`src/rtl/cpu_pkg.sv`:
```
// cpu_pkg: shared state, next-PC select and opcode definitions for the fetch stage.
package cpu_pkg;
  typedef enum logic [1:0] {
    RUN        = 2'd0,
    HALT_LOOP  = 2'd1,
    HALT_FAULT = 2'd2
  } state_t;
  typedef enum logic [1:0] {
    SEL_SEQ = 2'd0,
    SEL_BR  = 2'd1,
    SEL_J   = 2'd2,
    SEL_JR  = 2'd3
  } sel_t;
  localparam logic [5:0] OP_BEQ = 6'h04;
  localparam logic [5:0] OP_BNE = 6'h05;
  localparam logic [5:0] OP_J   = 6'h02;
  localparam logic [5:0] OP_JAL = 6'h03;
endpackage

```
`src/rtl/next_pc_calc.sv`:
```
// next_pc_calc: branch/jump target arithmetic and prioritised next-PC select.
module next_pc_calc
  import cpu_pkg::*;
(
  input  logic [31:0] pc_plus4,
  input  logic        beq,
  input  logic        bne,
  input  logic        z,
  input  logic        j,
  input  logic        jal,
  input  logic        jr,
  input  logic [25:0] target26,
  input  logic [31:0] rs_data,
  output logic [31:0] next_pc,
  output sel_t        sel
);
  logic [31:0] br_target;
  logic [31:0] j_target;
  logic        taken;
  assign taken     = (beq & z) | (bne & ~z);
  assign br_target = pc_plus4 + {{14{target26[15]}}, target26[15:0], 2'b00};
  assign j_target  = {pc_plus4[31:28], target26, 2'b00};
  always_comb begin
    sel     = jr ? SEL_JR : (j | jal) ? SEL_J : taken ? SEL_BR : SEL_SEQ;
    next_pc = sel == SEL_JR ? rs_data :
              sel == SEL_J  ? j_target :
              sel == SEL_BR ? br_target : pc_plus4;
  end
endmodule

```
`src/rtl/pc_fetch_unit.sv`:
```
// pc_fetch_unit: PC register, run/halt state machine, fault detection and retired-instruction counter.
module pc_fetch_unit
  import cpu_pkg::*;
#(
  parameter logic [31:0] RESET_PC  = 32'h0000_0000,
  parameter int          ROM_WORDS = 32,
  parameter int          CNT_W     = 32
) (
  input  logic             Clk,
  input  logic             Reset,
  input  logic             Stall,
  input  logic             Beq,
  input  logic             Bne,
  input  logic             Z,
  input  logic             J,
  input  logic             Jal,
  input  logic             Jr,
  input  logic [31:0]      Inst,
  input  logic [31:0]      RsData,
  output logic [31:0]      Addr,
  output logic [31:0]      PcPlus4,
  output logic [31:0]      LinkAddr,
  output logic             Halted,
  output logic             Fault,
  output logic [CNT_W-1:0] InstCount
);
  localparam logic [32:0] PC_LIMIT = {1'b0, RESET_PC} + 33'(4 * ROM_WORDS);
  state_t           state, state_d;
  logic [31:0]      addr_d;
  logic [CNT_W-1:0] cnt_d;
  logic [31:0]      next_pc;
  sel_t             sel;
  logic             bad, self_loop;
  logic             unused_opcode;
  assign unused_opcode = ^Inst[31:26];
  assign PcPlus4  = Addr + 32'd4;
  assign LinkAddr = PcPlus4;
  assign Halted   = state != RUN;
  assign Fault    = state == HALT_FAULT;
  next_pc_calc u_next_pc (
    .pc_plus4 (PcPlus4),
    .beq      (Beq),
    .bne      (Bne),
    .z        (Z),
    .j        (J),
    .jal      (Jal),
    .jr       (Jr),
    .target26 (Inst[25:0]),
    .rs_data  (RsData),
    .next_pc  (next_pc),
    .sel      (sel)
  );
  // Range is checked in 33 bits so a ROM ending at 2^32 cannot wrap the limit.
  assign bad       = (next_pc[1:0] != 2'b00) || (next_pc < RESET_PC) || ({1'b0, next_pc} >= PC_LIMIT);
  assign self_loop = (sel != SEL_SEQ) && (next_pc == Addr);
  always_comb begin
    state_d = state;
    addr_d  = Addr;
    cnt_d   = InstCount;
    if (state == RUN && !Stall) begin
      state_d = bad ? HALT_FAULT : self_loop ? HALT_LOOP : RUN;
      addr_d  = (bad || self_loop) ? Addr : next_pc;
      cnt_d   = bad ? InstCount : InstCount + CNT_W'(1);
    end
  end
  always_ff @(posedge Clk) begin
    if (Reset) begin
      state     <= RUN;
      Addr      <= RESET_PC;
      InstCount <= '0;
    end else begin
      state     <= state_d;
      Addr      <= addr_d;
      InstCount <= cnt_d;
    end
  end
endmodule

```
`config.mk`:
```
export PLATFORM = sky130hd
export DESIGN_NAME = pc_fetch_unit
export DESIGN_NICKNAME = d
export VERILOG_FILES = /design/src/rtl/cpu_pkg.sv /design/src/rtl/next_pc_calc.sv /design/src/rtl/pc_fetch_unit.sv
export SDC_FILE = /design/constraint.sdc
export NUM_CORES = 1
export LEC_CHECK = 0
export ABC_AREA = 1
export CAP_MARGIN = 20
export CORE_UTILIZATION = 45
export DETAILED_ROUTE_END_ITERATION = 16
export GPL_TIMING_DRIVEN = 0
export PLACE_DENSITY = 0.75
export SLEW_MARGIN = 0
export SYNTH_ARGS = -nofsm -noshare
export SYNTH_HDL_FRONTEND = slang
export SYNTH_HIERARCHICAL = 1
export SYNTH_SLANG_ARGS = --single-unit
```
`constraint.sdc`:
```
create_clock -name Clk -period 5.5 [get_ports Clk]
set_input_delay 1.65 -clock Clk [delete_from_list [all_inputs] [get_ports Clk]]
set_output_delay 1.65 -clock Clk [all_outputs]
set_load 0.005 [all_outputs]
```
==> flow_metrics.tcl <==
set metrics [dict create \
    outcome "complete, no violations" \
    cts-root-buf "clkbuf_16" \
    coreArea_um2 16600 \
    p_leak_nw 4.69 \
    vdd_drop_max_v 0.000179 \
    end_kind "register" \
    synth.most_common_cell "nand2_1" \
    first_global_vias 8752 \
    final_nets 1664 \
    fmax_mhz 191 \
    ys_warn_count 6 \
    ys_seq_area_share_pct 17.2 \
    numCtsBuffers 9 \
    yosysTopAreaCell "nand2_1" \
    multi_input_area_um2 5280 \
    antenna_found_initial 0 \
    async_flop_share_pct 0 \
    skew_ns 0.00667 \
    yosysTopAreaCellShare_pct 23.0 \
    worstPathArrival_ns 5.50 \
    vias_per_cell 5.13 \
    setup.worst_path.class "in2reg" \
    area_delta_synth_final_pct 33.9 \
    cts_buffer_depth 2 \
    synthesis.nets 1457 \
    dieArea_um2 17600 \
    die_y_um 133 \
    fin_area_um2 10300 \
    synth_flop_cell "dfxtp_1" \
    wl_per_cell_um 16.0 \
    cts_tree "done" \
    grt_max_degree 17 \
    netlist_instances 1352 \
    ys_ff_latch 66 \
    vias 9150 \
    synth_common_cells "470 x nand2_1, 174 x inv_1, 164 x nor2_1, 73 x nand3_1, 66 x dfxtp_1" \
    totalWireLength_um 28500 \
    worst_pin_slew_ns 0.708 \
    ys_top_cells_by_area "nand2_1 23%, dfxtp_1 17%, inv_1 8.5%" \
    syn_area_um2 7680 \
    syn_area_per_cell_um2 5.68 \
    clk_pin_slew_worst_paths_ns 0.06 \
    ioPinCount 203 \
    post-dp-hpwl_um 23300 \
    drv_slew 0 \
    timing.slew.headroom_pct 52.8 \
    register_area_um2 1320 \
    rsz0062_at_grt "no" \
    antenna_cells 0 \
    fin_crit_ns 5.24 \
    setup_viol 0 \
    crit_fanout 10 \
    die_x_um 133 \
    holdWs_ns 0.486 \
    drive_above_1_share_pct 8.18 \
    postCtsHoldBufs 0 \
    cp.required_ns 5.76 \
    grt_pass1_wl_um 44900 \
    gp_congestion 0.953 \
    synth_cell_type_count 45 \
    powerDensity_nw_per_um2 127 \
    clkSinkCount 66 \
    drc 0 \
    dpl-instance-area_um2 9920 \
    nFillCells 1680 \
    htree_levels 3 \
    rows 47 \
    min_period_over_period_pct 95.3 \
    initial_core_util_pct 46.1 \
    hold_class "reg2reg" \
    first_iter_violations 725 \
    gr-total-overflow 0 \
    final_cells 1784 \
    drt_pre_antenna_iters 5 \
    maxCapViolations 0 \
    dp.cells 1768 \
    track_usage_pct 32.3 \
    clock_latency_ns 0.33 \
    ant_nets 0 \
    finalHoldViolations 0 \
    start_kind "primary input" \
    synth_edf_count 0 \
    port_buffers 196 \
    reg2reg_slack_ns 0.49 \
]
[per-stage QoR]
stage               power [mW]  TNS, ns  worst slack, ns  util, %
floorplan                0.624        0             1.29        -
global placement         0.723    -2.71           -0.164     59.6
detailed placement       0.725    -4.90           -0.177     59.6
CTS                       1.31        0            0.134     61.4
global route              1.36        0         0.000274     61.8
finish                    1.31        0            0.259     61.8
[state kept, by name, indices dropped and copies added (netlist names)]
register	flops
Addr	32
InstCount	32
state	2
[what timing repair did]
action / 4_1_cts / 5_1_grt
hold endpoints to repair: 0 / 0
gates resized for setup: 0 / 12
endpoints found under the setup margin: 0 / 58
buffers inserted: 0 / 0
[worst paths after layout]
kind | startpoint | depth (start not counted) | endpoint
min reg2reg | state[0] | 2 | state[0]
min | state[0] | 2 | state[0]
max reg2reg | Addr[4] | 29 | state[0]
max | Inst[0] | 22 | state[0]
[layout by cell type (no fill, tap or decap), types with 5 or more instances in the layout]
cell,netlist,layout
nand2_1,470,470
clkdlybuf4s50_1,0,195
inv_1,174,174
nor2_1,164,164
nand3_1,73,72
dfxtp_1,66,66
a21oi_1,52,52
xor2_1,52,49
buf_4,43,43
xnor2_1,34,31
ha_1,31,31
nor3_1,30,29
nand4_1,24,24
clkbuf_1,19,19
o21ai_0,16,16
nand2_2,11,11
buf_2,9,9
nor2_2,10,9
clkbuf_16,0,9
nand3_2,7,8
a22o_1,7,7
nor4_1,6,6
inv_2,5,5
nor2_4,4,5
o21ai_1,5,5
a221oi_1,5,5
o211ai_1,5,5
[critical path: stages]
cell	delay (ns)
clkdlybuf4s50_1	0.48
ha_1	0.29
fa_1	0.46
nand3_1	0.12
nand3_1	0.17
nand3_1	0.15
nand3_2	0.14
nand2_1	0.13
nand2_1	0.06
nand2_1	0.06
nand3_1	0.06
nand2_1	0.06
nand2_1	0.16
nor2_1	0.15
nand3_1	0.09
nor3_1	0.19
nand3_2	0.18
nor2_4	0.15
buf_4	0.19
buf_4	0.22
nand4_1	0.17
a21oi_1	0.17
[cell families (layout without fill, tap and decap cells)]
logic type                 count (synthesis)  after routing  synth area share, %
and+or+nand+nor                          812            812                 44.9
buffers and inverters                    255            467                 14.8
AOI/OAI and AO/OA                        101            101                 7.97
xor gates and xnor gates                  86             86                 9.81
DFF                                       66             66                 17.2
adders and majority gates                 32             32                 5.31
[per-layer routing]
metal / up-vias / track usage (%) / part of all wire [%]
li1: 4592 / - / -
met1: 4112 / 39.4 / 41
met2: 368 / 55.1 / 47
met3: 78 / 5.13 / 7.1
met4: 0 / 16.0 / 4.3
met5: - / 0 / 0
[area by class of cell]
type / instances / share of cell area [%]
multi-input combinational: 1031 / 51.4
clock buffer: 11 / 2.36
timing repair buffer: 196 / 19.1
sequential: 66 / 12.8
inverter: 180 / 6.58
tap: 220 / 2.68
buffer: 75 / 4.45
clock inverter: 5 / 0.608
[where the power goes]
part / switching [mW] / internal (mW)
sequential: 0.000155 / 0.479
clock: 0.219 / 0.366
combinational: 0.140 / 0.102
Note: power is estimated with default switching activity, not from simulation.
